### config.mk
export PLATFORM = sky130hd
export DESIGN_NAME = cla_add_sub4_flat
export DESIGN_NICKNAME = d
export VERILOG_FILES = /design/src/rtl/cla_add_sub4_pkg.sv /design/src/rtl/cla_add_sub4_if.sv /design/src/rtl/cla_add_sub4_carry_unit4.sv /design/src/rtl/cla_add_sub4.sv /design/src/flat_wrapper.sv
export SDC_FILE = /design/constraint.sdc
export NUM_CORES = 1
export LEC_CHECK = 0
export ABC_AREA = 1
export BUFFER_PORTS_ARGS = -buffer_cell sky130_fd_sc_hd__buf_4
export CORE_AREA = 3 3 40 42
export CTS_CLUSTER_SIZE = 20
export DETAILED_ROUTE_END_ITERATION = 8
export DIE_AREA = 0 0 43 45
export GPL_TIMING_DRIVEN = 1
export PLACE_DENSITY_LB_ADDON = 0.25
export SYNTH_ARGS = -nofsm -noshare
export SYNTH_HDL_FRONTEND = slang
export SYNTH_HIERARCHICAL = 1
export SYNTH_SLANG_ARGS = --single-unit
### constraint.sdc
create_clock -name clk -period 3.1 [get_ports clk]
set_clock_uncertainty 0.2 [all_clocks]
set_input_delay 0.62 -clock clk [delete_from_list [all_inputs] [get_ports clk]]
set_output_delay 0.62 -clock clk [all_outputs]
set_load 0.02 [all_outputs]
### src/rtl/cla_add_sub4_pkg.sv
// cla_pkg: shared width, word type and group generate/propagate helper for the 4-bit CLA
// Exports: CLA_W, cla_word_t, cla_gp(g,p) -> {G,P}
package cla_pkg;
    localparam int CLA_W = 4;
    typedef logic [CLA_W-1:0] cla_word_t;
    function automatic logic [1:0] cla_gp(input cla_word_t g, input cla_word_t p);
        return {g[3] | p[3] & g[2] | p[3] & p[2] & g[1] | p[3] & p[2] & p[1] & g[0], &p};
    endfunction
endpackage

### src/rtl/cla_add_sub4_if.sv
// cla_add_sub4_if: operand/result bundle of the CLA adder/subtractor
// master drives sub, cin, x, y, sticky_clr; slave drives out, cout, v, g, p, v_sticky
interface cla_add_sub4_if;
    import cla_pkg::*;
    logic      sub;
    logic      cin;
    cla_word_t x;
    cla_word_t y;
    logic      sticky_clr;
    cla_word_t out;
    logic      cout;
    logic      v;
    logic      g;
    logic      p;
    logic      v_sticky;
    modport master (output sub, cin, x, y, sticky_clr, input out, cout, v, g, p, v_sticky);
    modport slave (input sub, cin, x, y, sticky_clr, output out, cout, v, g, p, v_sticky);
endinterface

### src/rtl/cla_add_sub4_carry_unit4.sv
// cla_carry_unit4: 4-bit lookahead carry network with group generate/propagate
// Ports: i_g/i_p bit generate/propagate, i_c0 carry-in, o_c carries c4..c1, o_grp_g/o_grp_p group terms
module cla_carry_unit4
    import cla_pkg::*;
(
    input  cla_word_t  i_g,
    input  cla_word_t  i_p,
    input  logic       i_c0,
    output logic [4:1] o_c,
    output logic       o_grp_g,
    output logic       o_grp_p
);
    assign o_c[1] = i_g[0] | i_p[0] & i_c0;
    assign o_c[2] = i_g[1] | i_p[1] & i_g[0] | i_p[1] & i_p[0] & i_c0;
    assign o_c[3] = i_g[2] | i_p[2] & i_g[1] | i_p[2] & i_p[1] & i_g[0]
                  | i_p[2] & i_p[1] & i_p[0] & i_c0;
    assign o_c[4] = i_g[3] | i_p[3] & i_g[2] | i_p[3] & i_p[2] & i_g[1]
                  | i_p[3] & i_p[2] & i_p[1] & i_g[0] | i_p[3] & i_p[2] & i_p[1] & i_p[0] & i_c0;
    assign {o_grp_g, o_grp_p} = cla_gp(i_g, i_p);
endmodule

### src/rtl/cla_add_sub4.sv
// cla_add_sub4: 4-bit carry-lookahead adder/subtractor with overflow, group G/P and sticky overflow
// Ports: clk, rst (async, active-high), bus (slave: sub, cin, x, y, sticky_clr -> out, cout, v, g, p, v_sticky)
// Macro CLA_ADD_SUB_OUTREG_EN registers out/cout/v/g/p for one cycle of latency
module cla_add_sub4
    import cla_pkg::*;
(
    input logic           clk,
    input logic           rst,
    cla_add_sub4_if.slave bus
);
    cla_word_t  w_yy;
    cla_word_t  w_g;
    cla_word_t  w_p;
    cla_word_t  w_sum;
    logic [4:1] w_c;
    logic       w_c0;
    logic       w_cout;
    logic       w_v;
    logic       w_grp_g;
    logic       w_grp_p;
    logic       r_v_sticky;
    // subtraction is x + ~y + ~cin, so borrow-in and borrow-out are inverted carries
    assign w_yy = bus.y ^ {CLA_W{bus.sub}};
    assign w_g = bus.x & w_yy;
    assign w_p = bus.x ^ w_yy;
    assign w_c0 = bus.cin ^ bus.sub;
    cla_carry_unit4 u_carry (
        .i_g     (w_g),
        .i_p     (w_p),
        .i_c0    (w_c0),
        .o_c     (w_c),
        .o_grp_g (w_grp_g),
        .o_grp_p (w_grp_p)
    );
    assign w_sum = w_p ^ {w_c[3:1], w_c0};
    assign w_cout = w_c[4] ^ bus.sub;
    assign w_v = w_c[4] ^ w_c[3];
    always_ff @(posedge clk or posedge rst)
        if (rst) r_v_sticky <= 1'b0;
        else r_v_sticky <= bus.sticky_clr ? 1'b0 : r_v_sticky | w_v;
    assign bus.v_sticky = r_v_sticky;
`ifdef CLA_ADD_SUB_OUTREG_EN
    cla_word_t r_out;
    logic      r_cout;
    logic      r_v;
    logic      r_g;
    logic      r_p;
    always_ff @(posedge clk or posedge rst)
        if (rst) {r_out, r_cout, r_v, r_g, r_p} <= '0;
        else {r_out, r_cout, r_v, r_g, r_p} <= {w_sum, w_cout, w_v, w_grp_g, w_grp_p};
    assign bus.out = r_out;
    assign bus.cout = r_cout;
    assign bus.v = r_v;
    assign bus.g = r_g;
    assign bus.p = r_p;
`else
    assign bus.out = w_sum;
    assign bus.cout = w_cout;
    assign bus.v = w_v;
    assign bus.g = w_grp_g;
    assign bus.p = w_grp_p;
`endif
endmodule

### src/flat_wrapper.sv
// flat-port wrapper written by rule: the top's interface ports become plain ports
module cla_add_sub4_flat import cla_pkg::*;
  (clk, rst, bus_sub, bus_cin, bus_x, bus_y, bus_sticky_clr, bus_out, bus_cout, bus_v, bus_g, bus_p, bus_v_sticky);
  cla_add_sub4_if bus_i ();
  input logic clk;
  input logic rst;
  input wire logic [$bits(bus_i.sub)-1:0] bus_sub;
  input wire logic [$bits(bus_i.cin)-1:0] bus_cin;
  input wire logic [$bits(bus_i.x)-1:0] bus_x;
  input wire logic [$bits(bus_i.y)-1:0] bus_y;
  input wire logic [$bits(bus_i.sticky_clr)-1:0] bus_sticky_clr;
  output wire logic [$bits(bus_i.out)-1:0] bus_out;
  output wire logic [$bits(bus_i.cout)-1:0] bus_cout;
  output wire logic [$bits(bus_i.v)-1:0] bus_v;
  output wire logic [$bits(bus_i.g)-1:0] bus_g;
  output wire logic [$bits(bus_i.p)-1:0] bus_p;
  output wire logic [$bits(bus_i.v_sticky)-1:0] bus_v_sticky;
  assign bus_i.sub = bus_sub;
  assign bus_i.cin = bus_cin;
  assign bus_i.x = bus_x;
  assign bus_i.y = bus_y;
  assign bus_i.sticky_clr = bus_sticky_clr;
  assign bus_out = bus_i.out;
  assign bus_cout = bus_i.cout;
  assign bus_v = bus_i.v;
  assign bus_g = bus_i.g;
  assign bus_p = bus_i.p;
  assign bus_v_sticky = bus_i.v_sticky;
  cla_add_sub4 u_core (.clk(clk), .rst(rst), .bus(bus_i));
endmodule
==> results of run 1 <==
[final cells by class]
class / instances / area [um2]
repair buffers: 22 / 165
multi-input cells: 39 / 273
inverters: 12 / 47.5
flip-flops and latches: 1 / 25.0
fillers: 150 / 756
well taps: 15 / 18.8
[path summary, 6_finish.rpt]
| kind | end | slack [ns] | cells past startpoint |
|---|---|---|---|
| worst max-delay path | bus_v | 0.21 | 9 |
| worst min-delay path | u_core/bus.v_sticky | 0.27 | 2 |
| worst max register to register | u_core/bus.v_sticky | 2.22 | 4 |
| worst min register to register | u_core/bus.v_sticky | 0.39 | 4 |
| max in group asynchronous | u_core/bus.v_sticky | 2.34 | 2 |
| min in group clk | u_core/bus.v_sticky | 0.39 | 4 |
[through the flow]
step                      utilization  cells  hold WS [ns]
after global placement          0.412     89         0.263
after CTS                       0.412     89         0.266
after detailed placement        0.412     89         0.266
after global routing            0.412     89         0.271
after floorplan                     -     53         0.149
final                           0.412     89         0.265
[synth_stat cells, drive strengths merged]
cell / n / share of area
a21oi: 3 / 0.042
buf: 1 / 0.032
clkinv: 1 / 0.011
dfrtp: 1 / 0.070
ha: 4 / 0.14
inv: 11 / 0.12
nand2: 17 / 0.26
nand3: 5 / 0.084
nor2: 1 / 0.032
o21ai: 1 / 0.014
xor2: 8 / 0.20
[where the power goes]
part	switching (mW)	internal, mW	total (mW)
Clock	0	0	0
Sequential	0.00136	0.0156	0.0170
Combinational	0.0974	0.0762	0.174
Total	0.0988	0.0918	0.191
[cells by family (layout without fill, tap and decap cells)]
group,count (synthesis),in the layout,synth area share
and+or+nand+nor,23,23,0.372
buffers and inverters,13,34,0.165
xor gates and xnor gates,8,8,0.196
adders and majority gates,4,4,0.140
AOI/OAI and AO/OA,4,4,0.0561
DFF,1,1,0.0702
[layout by cell type (no fill, tap or decap), types with 2 or more instances in the layout]
cell     Yosys  layout
a21oi_1      3       3
buf_4        0      22
ha_1         4       4
inv_1       10      10
nand2_1     10      10
nand2_2      5       5
nand2_4      2       2
nand3_1      4       4
xor2_1       8       8
[worst reg2reg max path: stages, from the launching register on]
cell and delay (ns):
dfrtp_1 0.36, clkinv_1 0.05, nand3_1 0.07, nand2_1 0.06, inv_1 0.03
[metal layers]
metal | part of all wire | vias up
li1 | - | 203
met1 | 0.42 | 159
met2 | 0.54 | 7
met3 | 0.038 | 0
met4 | 0 | 0
met5 | 0 | -
==> flow_summary.yaml, run 1 <==
clock_network:
  clkSlewWorstSetupHoldPaths_ns: 0
  cts_setup_buffers: 0
  clkLatencyLatePin_ns: 0
  ctsHoldBuffers: 0
  post_cts_resized: 0
timing:
  min_period_over_period: 0.932
  finalMaxSlewViolations: 0
  period_needed_ns: 2.89
  worst_slew_pin_slew_ns: 0.364
  setup_viol: 0
  finalHoldViolCount: 0
  tns_ns: 0
  clock.fmax_mhz: 346
  max_slew_margin: 0.755
  rsz0062_at_grt: "no"
  finalWorstSetupSlack_ns: 0.212
logic_synthesis:
  ys_warn_count: 6
  ys_types: 15
  syn-cell-area_um2: 357
  synth.avg_cell_area_um2: 6.73
  ys_ff_latch: 1
  netlist_instances: 53
  synth_nets: 70
  yosysSeqAreaShare: 0.0702
global_routing:
  grt_usage: 0.0772
  grt_max_degree: 8
  grt_pass1_vias: 319
  use_met3: 0
  grt_pass1_wl_um: 1240
  gr-max-usage-layer: "met2"
  grt_use_met2: 0.156
  antenna_found_initial: 0
  grt_util_met1: 0.0979
  gr-total-overflow: 0
critical_path:
  endpoint_kind: "output pin"
  startpoint_type: "input port"
  worstPathArrival_ns: 2.07
  crit_type: "in2out"
  slowest_stage: "ha_1"
  crit_path_frequent_cell: "nand2_1"
  path_buf_inv: 3
  r2r-start: "u_core/bus.v_sticky"
  max_stage_delay_ns: 0.37
  crit_required_ns: 2.28
  crit_chain: "buf_4 -> xor2_1 -> ha_1 -> nand2_1 -> o21ai_0 -> inv_1 -> nand2_1 -> nand2_1 -> buf_4"
  cp_max_fo: 7
  cp_top_family: "buffers and inverters"
  startpoint: "bus_sub"
pwr:
  ir_drop_mv: 0.103
  p_total_mw: 0.191
  leakage_nw: 0.326
  p_per_area_nw_per_um2: 360
final_layout:
  fin_area_um2: 529
  fin_nets: 93
  syn_to_final_growth_pct: 48.4
  drive_gt1_frac: 0.432
  diodes: 0
  largest_reg_flops: 1
placed_design:
  gp_congestion: 0.755
  preCtsSetupSlack_ns: 0.200
  post-dp-hpwl_um: 705
  placed_cell_area_um2: 529
  placement.io_buffers: 21
route:
  viasPerCell: 4.15
  drtAntennaViolNets: 0
  drt-initial-drc-count: 4
  drc_errors: 0
  post_drt_wl_per_cell_um: 8.51
  vias: 369
  wl_um: 757
  dr.pass1.iters: 4
floorplan:
  die_x_um: 43
  fp.coreArea_um2: 1280
  initial_core_util: 0.278
  rows: 13
  dieArea_um2: 1940
  ios: 22
  die_h_um: 45
flow_run:
  cap_violations: 0
worst_hold_path:
  hp-class: "in2async"
run_status:
  outcome: "completed"
Note: power is estimated with default switching activity, not from simulation.
==> inputs of run 2 (changes only) <==
--- a/config.mk
+++ b/config.mk
@@ -5,7 +5,6 @@
 export SDC_FILE = /design/constraint.sdc
 export NUM_CORES = 1
 export LEC_CHECK = 0
-export ABC_AREA = 1
 export BUFFER_PORTS_ARGS = -buffer_cell sky130_fd_sc_hd__buf_4
 export CORE_AREA = 3 3 40 42
 export CTS_CLUSTER_SIZE = 20
==> flow_summary.yaml, run 2 <==
run_status:
  outcome: "completed"
floorplan:
  fp.coreArea_um2: 1280
  rows: 13
  dieArea_um2: 1940
  die_h_um: 45
  die_x_um: 43
  initial_core_util: 0.214
  ios: 22
final_layout:
  fillCellCount: 142
  ff_latch_area_um2: 25.0
  finalNonFillerCells: 67
  fin_nets: 71
  largest_reg_flops: 1
  diodes: 0
  syn_to_final_growth_pct: 70.9
  drive_gt1_frac: 0.558
  layout_common_cells: "24 x buf_4, 9 x xor2_1, 4 x ha_1"
  final_common_cell: "buf_4"
  multiInputGateArea_um2: 239
route:
  post_drt_wl_per_cell_um: 8.72
  dr.pass1.iters: 1
  viasPerCell: 3.90
  vias: 261
  drc_errors: 0
  drt-initial-drc-count: 0
  wl_um: 584
  drtAntennaViolNets: 0
logic_synthesis:
  ys_ff_latch: 1
  synth-edff-count: 0
  synthArstFlopShare: 1.00
  syn-cell-area_um2: 275
  yosysMostFrequentCell: "xor2_1"
  ys_warn_count: 6
  synth_top_area_cell: "xor2_1"
  synth_commonest_cells: "10 x xor2_1, 4 x ha_1, 2 x a21o_1, 2 x a21oi_1, 2 x o21ai_1"
  synth_top_area_share: 0.318
  synth.avg_cell_area_um2: 9.49
  synthTopCellsByArea: "xor2_1 32%, ha_1 18%, xor2_4 10%"
  synth_nets: 46
  synth_ff_type: "dfrtp_1"
  netlist_instances: 29
  yosysSeqAreaShare: 0.0909
  ys_types: 14
critical_path:
  r2r-start: "u_core/bus.v_sticky"
  startpoint: "bus_sub"
  crit_required_ns: 2.28
  crit_type: "in2out"
  regToRegSetupSlack_ns: 2.22
  endpoint_kind: "output pin"
  worstPathArrival_ns: 2.17
  r2r_end: "u_core/bus.v_sticky"
  rr_worst_depth: 1
  startpoint_type: "input port"
  cp_max_fo: 3
global_routing:
  grt_usage: 0.0582
  grt_max_degree: 5
  antenna_found_initial: 0
  grt_pass1_vias: 239
  gr-total-overflow: 0
  grt_pass1_wl_um: 924
pwr:
  p_per_area_nw_per_um2: 398
  ir_drop_mv: 0.122
  leakage_nw: 0.254
timing:
  finalMaxSlewViolations: 0
  tns_ns: 0
  finalHoldViolCount: 0
  min_period_over_period: 0.964
  setup_viol: 0
  period_needed_ns: 2.99
  max_slew_margin: 0.773
  clock.fmax_mhz: 334
  worst_slew_pin_slew_ns: 0.339
  rsz0062_at_grt: "no"
placed_design:
  placed_cells: 67
  placement.io_buffers: 21
  post-dp-hpwl_um: 548
  gp_congestion: 0.682
clock_network:
  clkSlewWorstSetupHoldPaths_ns: 0
  cts_setup_buffers: 0
  clkLatencyLatePin_ns: 0
flow_run:
  cap_violations: 0
worst_hold_path:
  hp-class: "in2async"
==> run 2: cell types whose count changed after synthesis, moves of 2 or more <==
cell,before,now
a21o_1,0,2
inv_1,10,1
nand2_1,10,1
nand2_2,5,0
nand2_4,2,0
nand3_1,4,0
o21ai_1,0,2
xor2_1,8,10
==> run 2: critical path, cell delays in order <==
cell and delay (ns):
buf_4 0.12, xor2_1 0.15, ha_1 0.29, a21o_1 0.21
a21oi_2 0.17, inv_2 0.06, a21o_1 0.22, xor2_2 0.16
buf_4 0.17
==> run 2: logic make-up after synthesis <==
group / after synthesis / synth area share
xor gates and xnor gates: 11 / 0.418
DFF: 1 / 0.0909
buffers and inverters: 3 / 0.0682
AOI/OAI and AO/OA: 8 / 0.195
and+or+nand+nor: 2 / 0.0454
adders and majority gates: 4 / 0.182
==> run 2: through the flow <==
step / utilization / total power, mW / cell area [um2] / hold slack, ns / setup WS, ns
after floorplan: - / 0.115 / 275 / 0.149 / 0.0707
after global placement: 0.360 / 0.186 / 463 / 0.264 / 0.0714
after detailed placement: 0.360 / 0.187 / 463 / 0.268 / 0.0794
after CTS: 0.360 / 0.187 / 463 / 0.268 / 0.0722
after global routing: 0.366 / 0.202 / 470 / 0.274 / 0.0174
final: 0.366 / 0.187 / 470 / 0.267 / 0.110
==> run 2: layout make-up <==
type                            count  share of cell area
Multi-Input combinational cell     25               0.508
Inverter                            2              0.0160
Sequential cell                     1              0.0532
Timing Repair Buffer               24               0.383
Tap cell                           15              0.0399
==> run 2: worst max path at each step <==
stage	end	slack, ns
6_report	bus_v	0.11
5_1_grt	bus_out[3]	0.02
4_1_cts	bus_v	0.07
3_5_place_dp	bus_v	0.08
3_3_place_gp	bus_v	0.07
2_1_floorplan	bus_v	0.07
==> run 2: timing repair <==
action | in CTS | in global routing
hold buffers | 0 | 0
gates resized for setup | 0 | 1
setup endpoints to repair | 0 | 1
==> run 2: routing by layer <==
metal,GRT usage,routed length (um)
met3,0.00398,79
met1,0.0839,260
met4,0,0
met5,0,0
met2,0.102,244
==> run 2: report_power, final <==
| group | leakage (nW) | internal, mW | switching (mW) | total [mW] |
|---|---|---|---|---|
| logic | 0.241 | 0.0805 | 0.0894 | 0.170 |
| registers | 0.0125 | 0.0160 | 0.00126 | 0.0173 |
| clock network | 0 | 0 | 0 | 0 |
